$ cat src/rtl/rgb_pkg.sv
// Shared definitions for the pulse-width-coded serial receiver.
//   CNT_W_DEF  : default width of the pulse-measure counters and timing inputs
//   rx_state_e : receiver FSM state encoding
package rgb_pkg;

    localparam int CNT_W_DEF = 16;

    typedef enum logic [1:0] {
        ST_IDLE  = 2'd0,
        ST_HIGH  = 2'd1,
        ST_LOW   = 2'd2,
        ST_STUCK = 2'd3
    } rx_state_e;

endpackage

$ cat src/rtl/rgb_rx_meter.sv
// Front end of the receiver: synchronises the asynchronous input, detects
// edges and measures how long the synchronised line has held each level.
//   clk_i    : clock
//   rst_ni   : asynchronous active-low reset
//   din_i    : raw asynchronous serial input
//   rise_o   : synchronised line rose this cycle
//   fall_o   : synchronised line fell this cycle
//   hi_w_o   : cycles the line was high (valid as the width on the fall cycle)
//   lo_w_o   : cycles the line has been low since the last fall
//   hi_sat_o : high counter is saturated at its maximum
module rgb_rx_meter import rgb_pkg::*; #(
    parameter int CNT_W = CNT_W_DEF
) (
    input  logic             clk_i,
    input  logic             rst_ni,
    input  logic             din_i,
    output logic             rise_o,
    output logic             fall_o,
    output logic [CNT_W-1:0] hi_w_o,
    output logic [CNT_W-1:0] lo_w_o,
    output logic             hi_sat_o
);

    localparam logic [CNT_W-1:0] CNT_MAX = {CNT_W{1'b1}};
    localparam logic [CNT_W-1:0] CNT_ONE = {{(CNT_W-1){1'b0}}, 1'b1};

    logic             sync1_q;
    logic             sync2_q;
    logic             dly_q;
    logic [CNT_W-1:0] hi_q, hi_d;
    logic [CNT_W-1:0] lo_q, lo_d;

    function automatic logic [CNT_W-1:0] sat_inc(input logic [CNT_W-1:0] v);
        return (v == CNT_MAX) ? v : v + CNT_ONE;
    endfunction

    // The edge cycle itself counts as the first cycle of the new level, so on
    // the following edge the opposite counter holds exactly the pulse width.
    always_comb begin
        hi_d = hi_q;
        lo_d = lo_q;
        if (sync2_q) begin
            hi_d = dly_q ? sat_inc(hi_q) : CNT_ONE;
        end else begin
            lo_d = !dly_q ? sat_inc(lo_q) : CNT_ONE;
        end
    end

    always_ff @(posedge clk_i or negedge rst_ni) begin
        if (!rst_ni) begin
            sync1_q <= 1'b0;
            sync2_q <= 1'b0;
            dly_q   <= 1'b0;
            hi_q    <= '0;
            lo_q    <= '0;
        end else begin
            sync1_q <= din_i;
            sync2_q <= sync1_q;
            dly_q   <= sync2_q;
            hi_q    <= hi_d;
            lo_q    <= lo_d;
        end
    end

    assign rise_o   = sync2_q & ~dly_q;
    assign fall_o   = ~sync2_q & dly_q;
    assign hi_w_o   = hi_q;
    assign lo_w_o   = lo_q;
    assign hi_sat_o = (hi_q == CNT_MAX);

endmodule

$ cat src/rtl/rgb_rx.sv
// Single-wire pulse-width-coded serial receiver. High pulses at or above
// hi_thresh decode as 1, shorter ones as 0, pulses under min_hi are ignored.
// A low period of latch_len cycles ends a frame. Bytes arrive MSB first and
// are offered on a valid/ready handshake.
//   clk, reset(active-low async), en, din
//   hi_thresh, min_hi, latch_len : timing thresholds in clk cycles
//   ready                        : downstream accept
//   data, valid                  : received byte and its handshake flag
//   frame_end, err_overrun, err_partial, err_stuck : one-cycle status pulses
//   busy                         : FSM not idle
module rgb_rx import rgb_pkg::*; #(
    parameter int CNT_W = CNT_W_DEF
) (
    input  logic             clk,
    input  logic             reset,
    input  logic             en,
    input  logic             din,
    input  logic [CNT_W-1:0] hi_thresh,
    input  logic [CNT_W-1:0] min_hi,
    input  logic [CNT_W-1:0] latch_len,
    input  logic             ready,
    output logic [7:0]       data,
    output logic             valid,
    output logic             frame_end,
    output logic             err_overrun,
    output logic             err_partial,
    output logic             err_stuck,
    output logic             busy
);

    logic             rise, fall, hi_sat;
    logic [CNT_W-1:0] hi_w, lo_w;
    logic [CNT_W-1:0] latch_eff;

    rx_state_e  state_q, state_d;
    logic [2:0] bit_cnt_q, bit_cnt_d;
    logic [7:0] shift_q, shift_d;
    logic [7:0] data_q, data_d;
    logic       valid_q, valid_d;
    logic       fe_q, fe_d;
    logic       ovr_q, ovr_d;
    logic       part_q, part_d;
    logic       stuck_q, stuck_d;
    logic       byte_done;
    logic       rx_bit;

    rgb_rx_meter #(
        .CNT_W (CNT_W)
    ) u_meter (
        .clk_i    (clk),
        .rst_ni   (reset),
        .din_i    (din),
        .rise_o   (rise),
        .fall_o   (fall),
        .hi_w_o   (hi_w),
        .lo_w_o   (lo_w),
        .hi_sat_o (hi_sat)
    );

    // A zero latch length would end the frame before any bit could start.
    assign latch_eff = (latch_len == '0) ? {{(CNT_W-1){1'b0}}, 1'b1} : latch_len;
    assign rx_bit    = (hi_w >= hi_thresh);

    always_comb begin
        state_d   = state_q;
        bit_cnt_d = bit_cnt_q;
        shift_d   = shift_q;
        data_d    = data_q;
        valid_d   = valid_q & ~ready;
        fe_d      = 1'b0;
        ovr_d     = 1'b0;
        part_d    = 1'b0;
        stuck_d   = 1'b0;
        byte_done = 1'b0;

        unique case (state_q)
            ST_IDLE: begin
                if (rise) state_d = ST_HIGH;
            end
            ST_HIGH: begin
                if (fall) begin
                    state_d = ST_LOW;
                    if (hi_w >= min_hi) begin
                        shift_d   = {shift_q[6:0], rx_bit};
                        bit_cnt_d = bit_cnt_q + 3'd1;
                        byte_done = (bit_cnt_q == 3'd7);
                    end
                end else if (hi_sat) begin
                    state_d   = ST_STUCK;
                    stuck_d   = 1'b1;
                    bit_cnt_d = 3'd0;
                end
            end
            ST_LOW: begin
                if (rise) begin
                    state_d = ST_HIGH;
                end else if (lo_w >= latch_eff) begin
                    state_d   = ST_IDLE;
                    fe_d      = 1'b1;
                    part_d    = (bit_cnt_q != 3'd0);
                    bit_cnt_d = 3'd0;
                end
            end
            ST_STUCK: begin
                if (fall) state_d = ST_IDLE;
            end
            default: state_d = ST_IDLE;
        endcase

        // Disabling drops any partial byte silently; the handshake keeps going.
        if (!en) begin
            state_d   = ST_IDLE;
            bit_cnt_d = 3'd0;
            byte_done = 1'b0;
            fe_d      = 1'b0;
            part_d    = 1'b0;
            stuck_d   = 1'b0;
        end

        // A full byte only overwrites the output when the old one is gone or
        // being consumed this very cycle; otherwise it is dropped.
        if (byte_done) begin
            if (!valid_q || ready) begin
                data_d  = shift_d;
                valid_d = 1'b1;
            end else begin
                ovr_d = 1'b1;
            end
        end
    end

    always_ff @(posedge clk or negedge reset) begin
        if (!reset) begin
            state_q   <= ST_IDLE;
            bit_cnt_q <= 3'd0;
            shift_q   <= 8'h00;
            data_q    <= 8'h00;
            valid_q   <= 1'b0;
            fe_q      <= 1'b0;
            ovr_q     <= 1'b0;
            part_q    <= 1'b0;
            stuck_q   <= 1'b0;
        end else begin
            state_q   <= state_d;
            bit_cnt_q <= bit_cnt_d;
            shift_q   <= shift_d;
            data_q    <= data_d;
            valid_q   <= valid_d;
            fe_q      <= fe_d;
            ovr_q     <= ovr_d;
            part_q    <= part_d;
            stuck_q   <= stuck_d;
        end
    end

    assign data        = data_q;
    assign valid       = valid_q;
    assign frame_end   = fe_q;
    assign err_overrun = ovr_q;
    assign err_partial = part_q;
    assign err_stuck   = stuck_q;
    assign busy        = (state_q != ST_IDLE);

endmodule

$ cat config.mk
export PLATFORM = sky130hd
export DESIGN_NAME = rgb_rx
export DESIGN_NICKNAME = d
export VERILOG_FILES = /design/src/rtl/rgb_pkg.sv /design/src/rtl/rgb_rx_meter.sv /design/src/rtl/rgb_rx.sv
export SDC_FILE = /design/constraint.sdc
export NUM_CORES = 1
export LEC_CHECK = 0
export ABC_CLOCK_PERIOD_IN_PS = 2900
export CAP_MARGIN = 20
export CORE_MARGIN = 4
export CORE_UTILIZATION = 45
export DETAILED_ROUTE_END_ITERATION = 10
export HOLD_SLACK_MARGIN = 0.12
export PLACE_DENSITY = 0.69
export SKIP_CTS_REPAIR_TIMING = 1
export SYNTH_ARGS = -nofsm -noshare
export SYNTH_HDL_FRONTEND = slang
export SYNTH_SLANG_ARGS = --single-unit
$ cat constraint.sdc
create_clock -name clk -period 2.9 [get_ports clk]
set_input_delay 0.58 -clock clk [delete_from_list [all_inputs] [get_ports clk]]
set_output_delay 0.58 -clock clk [all_outputs]
set_load 0.01 [all_outputs]
Yosys cells after proc, flatten, opt, wreduce, memory -nomap -nowiden
Cells that the tools add are included.
{"block": "classes", "add_sub_neg": 3, "n_lt_le_gt_ge": 3, "eq_ne": 16, "n_mux": 43, "n_bitwise": 6, "n_reduce_logical": 11}
{"operator": "16-bit 2-to-1 mux", "n": 5}
{"operator": "16-bit greater-or-equal comparator", "n": 3}
{"operator": "16-bit by 1-bit adder with 16-bit output (second input constant)", "n": 2}
{"operator": "16-bit == test (second input constant)", "n": 2}
{"operator": "8-bit 2-to-1 mux", "n": 3}
{"operator": "1-bit 2-to-1 mux", "n": 20}
{"operator": "3-bit 2-to-1 mux", "n": 6}
{"operator": "16-bit logical NOT", "n": 1}
{"operator": "2-bit 2-to-1 mux", "n": 7}
{"operator": "3-bit != test (second input constant)", "n": 4}
{"operator": "4-bit != test (second input constant)", "n": 3}
{"operator": "2-bit one-hot mux with 4 select lines", "n": 1}
{"operator": "3-bit one-hot mux with 2 select lines", "n": 1}
{"operator": "2-bit AND reduction", "n": 3}
{"operator": "5-bit AND reduction", "n": 1}
{"operator": "2-bit == test (second input constant)", "n": 2}
{"operator": "4-bit AND reduction", "n": 1}
{"operator": "3-bit by 1-bit adder with 3-bit output (second input constant)", "n": 1}
{"operator": "1-bit AND", "n": 3}
{"operator": "3-bit == test (second input constant)", "n": 1}
{"operator": "3-bit by 1-bit != test with 1-bit output (second input constant)", "n": 1}
{"operator": "1-bit NOT", "n": 3}
{"operator": "3-bit nonzero test", "n": 1}
{"operator": "2-bit by 1-bit == test with 1-bit output (second input constant)", "n": 1}
{"operator": "6 further kinds", "n": 6}
{"block": "word_totals", "register_bits": 61, "word_cells": 96}

Depth between registers and ports, before layout
Gate-level depths: netlist (run 1).
{"block": "logic_depth", "word_depth": 7, "ltp_mapped": 9}

Hierarchy
From an unflattened synthesis (run 1), not the netlist that was laid out.
{"block": "unflattened", "cells_unflattened": 467, "area_unflattened_um2": 4306.6}
{"module": "rgb_rx", "n_inst": 1, "cells_each": 246, "area_each_um2": 2288.4, "seq_area_each_um2": 625.6}
{"module": "rgb_rx_meter", "n_inst": 1, "cells_each": 221, "area_each_um2": 2018.2, "seq_area_each_um2": 875.8}

Least setup slack after synthesis (run 1)
No wires, ideal clock.
{"block": "synth_path", "path_type": "input -> register", "start": "in latch_len[8]", "end": "reg bit_cnt_q[0]", "t_arrival_ns": 2.449, "setup_slack_ns": 0.317, "stages": 9, "cell_sequence": "nor4_1 > a41o_1 > ha_1 > nand2b_1 > a2111oi_0 > o21ai_0 > a211oi_1 > a311oi_4 > mux2i_1"}
{"block": "synth_between", "elab_chain_cells": 5}
{"element": "from (decl)", "line": "rgb_rx.sv:20", "rtl": "input logic [CNT_W-1:0] latch_len,"}
{"element": "16-bit logical NOT", "line": "rgb_rx.sv:61", "rtl": "assign latch_eff = (latch_len == '0) ? {{(CNT_W-1){1'b0}}, 1'b1} : latch_len;"}
{"element": "16-bit 2-to-1 mux (*)", "line": "rgb_rx.sv:61"}
{"element": "16-bit greater-or-equal comparator (*)", "line": "rgb_rx.sv:97", "rtl": "end else if (lo_w >= latch_eff) begin"}
{"element": "3-bit != test (no source line) (*)"}
{"element": "5-bit AND reduction (no source line) (*)"}
{"element": "to (signal assigned)", "line": "rgb_rx.sv:145", "rtl": "bit_cnt_q <= bit_cnt_d;"}
{"element": "to (decl)", "line": "rgb_rx.sv:36", "rtl": "logic [2:0] bit_cnt_q, bit_cnt_d;"}
Mark *: on every way between the ends. The rest lies on a longest branch, timed or not.
A chain may end at the register's enable or synchronous reset.

Final worst setup path (run 1)
{"block": "layout_path", "start": "in latch_len[1]", "end": "reg bit_cnt_q[2]"}
Same word-level chain as after synthesis.

==> results.sh, run 1 <==
export IMPL_status="finished clean"
export IMPL_leakagePower_nw=2.58
export IMPL_initial_utilization_pct=46.4
export IMPL_arrival_ns=3.00
export IMPL_worst_path_max_delay_cell="clkdlybuf4s50_1"
export IMPL_antenna_left=0
export IMPL_yosysUniqueCellTypes=50
export IMPL_timing_final_crit_share_pct=96.2
export IMPL_crit_path_max_fanout=3
export IMPL_hold_class="primary input to async pin"
export IMPL_via_per_inst=5.23
export IMPL_hold_slack_ns=0.246
export IMPL_required_ns=3.11
export IMPL_grt_usage_pct=17.5
export IMPL_power_density_mw_per_mm2=397
export IMPL_placed_area_mm2=0.00490
export IMPL_rr_worst_depth=7
export IMPL_area_delta_synth_final_pct=27.6
export IMPL_gp_congestion=0.851
export IMPL_post_route_drc_count=0
export IMPL_hold_viol=0
export IMPL_numCtsBuffers=9
export IMPL_timing_fmax_mhz=358
export IMPL_ys_flop_type="dfrtp_1"
export IMPL_vias=3351
export IMPL_irDropWorstVdd_uv=348
export IMPL_cts_tree="done"
export IMPL_path_cells="clkdlybuf4s50_1 -> nor4_2 -> a41o_1 -> ha_1 -> nand2b_1 -> a2111oi_4 -> o21ai_2 -> a211oi_1 -> buf_4 -> a311oi_4 -> mux2i_1"
export IMPL_final_nets=634
export IMPL_clk_latency_ns=0.33
export IMPL_place_ws_ns=-0.383
export IMPL_power_mw=2.05
export IMPL_cts_sinks=60
export IMPL_clk_pin_slew_ns=0.07
export IMPL_finalSetupViolCount=0
export IMPL_ys_seq_elements=60
export IMPL_crit_path_max_incr_delay_ns=0.43
export IMPL_async_flop_share_pct=100
export IMPL_dr_pass1_iters=4
export IMPL_synth_seq_area_share_pct=37.1
export IMPL_final_area_mm2=0.00516
export IMPL_fin_setup_tns_ns=0
export IMPL_layout_drive_gt1_share_pct=8.07
export IMPL_tightest_slew_ns=0.537
export IMPL_hpwl_um=6860
export IMPL_period_needed_ns=2.79
export IMPL_root_buffer="clkbuf_8"
export IMPL_synth_edff_count=0
export IMPL_syn_area_per_cell_um2=9.03
export IMPL_final_util_pct=59.2
export IMPL_io_pins=67
export IMPL_maxSlewHeadroom_pct=63.9
export IMPL_synth_area_leaders="dfrtp_1, ha_1, inv_1, xor2_1, nand2_1"
export IMPL_htreeDepth=3
export IMPL_synth_fp_nets=554
export IMPL_core_mm2=0.00872
export IMPL_setup_slack_ns=0.109
export IMPL_rows=34
export IMPL_drt_wl_total_um=8750
export IMPL_antenna_cells=0
export IMPL_io_buffers=66
export IMPL_synth_top_area_share_pct=37.1
export IMPL_clk_path_buf_depth=2
export IMPL_grt_max_degree=61
export IMPL_drv_slew=0
export IMPL_grt_pass1_wl_um=14700
export IMPL_die_h_um=103
export IMPL_die_x_um=103
export IMPL_antenna_found_initial=0
export IMPL_stdcell_count=641
export IMPL_first_global_vias=3340
export IMPL_overflow=0
export IMPL_path_class="primary input to flop"
export IMPL_routedWlPerCell_um=13.6
export IMPL_fin_skew_ns=0.00472
export IMPL_cp_end_kind="flop"
export IMPL_placed_cells=625
export IMPL_syn_area_mm2=0.00405
export IMPL_fp_dieArea_mm2=0.0106
export IMPL_syn_inst=448
export IMPL_drv_cap=0
export IMPL_critPathLaunchType="primary input"
export IMPL_yosys_warnings=0
export IMPL_drt_iter0_drc=114
export IMPL_synth_top_cell_by_area="dfrtp_1"
## kinds of logic (layout without fill, tap and decap cells)
logic type | Yosys count | after routing | share of synthesized area, %
buffers and inverters | 70 | 155 | 6.62
XOR/XNOR | 28 | 28 | 6.06
adder cells (fa/ha/maj) | 53 | 53 | 16.4
multiplexers | 3 | 3 | 0.742
AND/OR/NAND/NOR | 156 | 156 | 19.7
AO/OA/AOI/OAI | 78 | 78 | 13.4
flip-flops | 60 | 60 | 37.1
## state kept, by name, summed over array words and instances, names as in the netlist, 2 cells and up
| name | flops |
|---|---|
| bit_cnt_q | 3 |
| data | 8 |
| shift_q | 7 |
| state_q | 2 |
| u_meter.hi_w_o | 16 |
| u_meter.lo_w_o | 16 |
## where the power goes
| group | internal, mW | switching [mW] | leakage [nW] |
|---|---|---|---|
| Clock | 0.507 | 0.327 | 0.107 |
| Sequential | 0.864 | 0.0431 | 0.789 |
| Combinational | 0.168 | 0.144 | 1.69 |
| Total | 1.54 | 0.514 | 2.58 |
## per-layer routing
layer	vias up	wire length (um)	global-route usage [%]
met3	15	360	3.79
met5	-	0	0
met2	65	4350	30.8
met4	0	105	4.08
met1	1568	3940	21.9
li1	1703	-	-
## synth_stat cells (2+ instances only)
cell type / number
o211ai_1: 3
a21o_1: 7
nand3b_1: 2
o21ai_1: 2
a41o_1: 2
nand3_1: 11
or3_1: 2
and4_1: 5
inv_1: 61
nand2_1: 44
nand4_1: 12
xor2_1: 19
xnor2_1: 9
nor4_1: 3
a211oi_1: 8
nor2_1: 40
a31o_2: 2
o21ai_0: 21
nand2b_1: 6
a21oi_1: 14
mux2i_1: 3
nor3_1: 7
nor2b_1: 6
ha_1: 53
o21a_1: 3
clkbuf_1: 4
and2_1: 4
a31oi_1: 3
dfrtp_1: 60
and3_1: 8
buf_2: 4
a2111oi_0: 2
## cell usage in the layout, fill, tap and decap left out, types with 2 or more instances in the layout
cell             count
clkdlybuf4s50_1     65
inv_1               61
dfrtp_1             60
ha_1                53
nand2_1             44
nor2_1              40
o21ai_0             20
xor2_1              19
a21oi_1             14
nand4_1             12
nand3_1             11
buf_4               11
clkbuf_8            10
xnor2_1              9
and3_1               8
a211oi_1             8
a21o_1               7
nor3_1               6
nor2b_1              6
nand2b_1             6
and4_1               5
and2_1               4
nor4_2               3
o211ai_1             3
o21a_1               3
a31oi_1              3
mux2i_1              3
a41o_1               2
a31o_2               2
nand3b_1             2
o21ai_1              2
or3_1                2
clkbuf_1             2
bufinv_16            2
## layout make-up
type                            instances  area, um^2
Fill cell                             755        3560
Multi-Input combinational cell        318        2320
Sequential cell                        60        1500
Timing Repair Buffer                   78         758
Inverter                               61         229
Clock buffer                           12         145
Tap cell                              108         135
Clock inverter                          4        72.6
## worst max-delay path, delay by kind of cell
kind	cells	cell delay, ns
compound gates	5	0.95
fa+ha+maj	1	0.22
buf+inv	2	0.59
mux	1	0.16
simple gates	2	0.49
## worst paths after layout
path	start	to	slack, ns
min	reset	u_meter.hi_w_o[13]	0.25
min reg2reg	u_meter.sync1_q	u_meter.sync2_q	0.35
max	latch_len[1]	bit_cnt_q[2]	0.11
min in group clk	u_meter.sync1_q	u_meter.sync2_q	0.35
max reg2reg	u_meter.hi_w_o[11]	bit_cnt_q[2]	0.47
max in group asynchronous	reset	u_meter.lo_w_o[8]	2.40
No activity file was read; power rests on OpenSTA's default activity.
==> run 2, diff against run 1 <==
--- a/config.mk
+++ b/config.mk
@@ -11,7 +11,7 @@
 export CORE_UTILIZATION = 45
 export DETAILED_ROUTE_END_ITERATION = 10
 export HOLD_SLACK_MARGIN = 0.12
-export PLACE_DENSITY = 0.69
+export PLACE_DENSITY = 0.75
 export SKIP_CTS_REPAIR_TIMING = 1
 export SYNTH_ARGS = -nofsm -noshare
 export SYNTH_HDL_FRONTEND = slang
==> results.sh, run 2 (synthesized netlist as in run 1, its figures left out) <==
export IMPL_leakagePower_nw=2.57
export IMPL_antenna_left=0
export IMPL_drt_wl_total_um=8700
export IMPL_io_pins=67
export IMPL_root_buffer="clkbuf_8"
export IMPL_vias=3412
export IMPL_rsz0062_at_grt="false"
export IMPL_ff2ff_setup_slack_ns=0.50
export IMPL_gp_congestion=0.870
export IMPL_clk_latency_ns=0.34
export IMPL_grt_usage_pct=17.7
export IMPL_arrival_ns=2.95
export IMPL_hpwl_um=7060
export IMPL_finalSetupViolCount=0
export IMPL_drv_cap=0
export IMPL_power_mw=1.98
export IMPL_hold_class="primary input to async pin"
export IMPL_antenna_cells=0
export IMPL_irDropWorstVdd_uv=472
export IMPL_antenna_found_initial=0
export IMPL_period_needed_ns=2.73
export IMPL_numCtsBuffers=9
export IMPL_area_delta_synth_final_pct=26.8
export IMPL_core_mm2=0.00872
export IMPL_power_density_mw_per_mm2=386
export IMPL_grt_pass1_wl_um=14900
export IMPL_clk_pin_slew_ns=0.07
export IMPL_critPathLaunchType="primary input"
export IMPL_tightest_slew_ns=0.747
export IMPL_grt_max_degree=35
export IMPL_fp_dieArea_mm2=0.0106
export IMPL_final_nets=633
export IMPL_status="finished clean"
export IMPL_timing_final_crit_share_pct=94.2
export IMPL_clk_path_buf_depth=2
export IMPL_htreeDepth=3
export IMPL_initial_utilization_pct=46.4
export IMPL_required_ns=3.11
export IMPL_io_buffers=66
export IMPL_drv_slew=0
export IMPL_post_route_drc_count=0
export IMPL_layout_drive_gt1_share_pct=8.08
export IMPL_n_fill_cell=754
export IMPL_fin_setup_tns_ns=0
export IMPL_cts_sinks=60
export IMPL_die_h_um=103
export IMPL_die_x_um=103
export IMPL_maxSlewHeadroom_pct=50.2
export IMPL_crit_path_max_fanout=3
export IMPL_layout_commonest_cell="clkdlybuf4s50_1"
export IMPL_overflow=0
export IMPL_hold_viol=0
export IMPL_drt_iter0_drc=101
export IMPL_dr_pass1_iters=4
export IMPL_first_global_vias=3395
export IMPL_path_class="primary input to flop"
export IMPL_via_per_inst=5.33
export IMPL_routedWlPerCell_um=13.6
export IMPL_cts_tree="done"
export IMPL_cp_end_kind="flop"
export IMPL_fin_skew_ns=0.00640
export IMPL_rows=34
export IMPL_final_cell_mix="clkdlybuf4s50_1, inv_1, dfrtp_1"
export IMPL_timing_fmax_mhz=366
==> run 2: layout make-up <==
cell class	instances	area, um^2	share of cell area (%)
multi-input combinational	318	2320	45.1
sequential	60	1500	29.3
timing repair buffer	77	751	14.6
inverter	61	229	4.46
tap	108	135	2.63
clock buffer	9	124	2.41
clock inverter	7	75.1	1.46
==> run 2: routing by layer <==
layer | track usage (%) | up-vias | part of all wire (%)
met2 | 32.3 | 76 | 50
li1 | - | 1714 | -
met4 | 5.38 | 0 | 1.5
met1 | 21.0 | 1609 | 44
met5 | 0 | - | 0
met3 | 3.59 | 13 | 4.5
==> run 2: final timing paths <==
kind | cells after the start | startpoint | to
setup reg to reg | 7 | u_meter.hi_w_o[11] | bit_cnt_q[1]
max in group asynchronous | 2 | reset | u_meter.hi_w_o[11]
min in group clk | 0 | u_meter.sync1_q | u_meter.sync2_q
hold / removal | 1 | reset | u_meter.lo_w_o[6]
hold reg to reg | 0 | u_meter.sync1_q | u_meter.sync2_q
setup / recovery | 11 | latch_len[11] | bit_cnt_q[1]
==> run 2: where the power goes <==
group | leakage [nW] | internal (mW) | switching [mW]
Combinational | 1.68 | 0.167 | 0.144
Clock | 0.104 | 0.402 | 0.359
Sequential | 0.789 | 0.864 | 0.0433
==> run 2: critical path, stage by stage <==
cell             delay [ns]
clkdlybuf4s50_1        0.43
nor4_2                 0.33
a41o_1                 0.24
ha_1                   0.23
nand2b_1               0.18
a2111oi_4              0.31
o21ai_2                0.12
a211oi_2               0.18
buf_4                  0.15
a311oi_4               0.05
mux2i_1                0.15
==> run 2: per-stage QoR <==
stage          instance area, um^2  worst slack [ns]  util, %  hold slack, ns  instances
2_1_floorplan                 4050             0.317        -           0.284        448
3_3_place_gp                  4890            -0.316     56.1           0.334        624
3_5_place_dp                  4890            -0.521     56.1           0.343        624
4_1_cts                       5090            -0.151     58.4           0.316        640
5_1_grt                       5130           0.00255     58.9           0.354        640
6_report                      5130             0.167     58.9           0.300        640
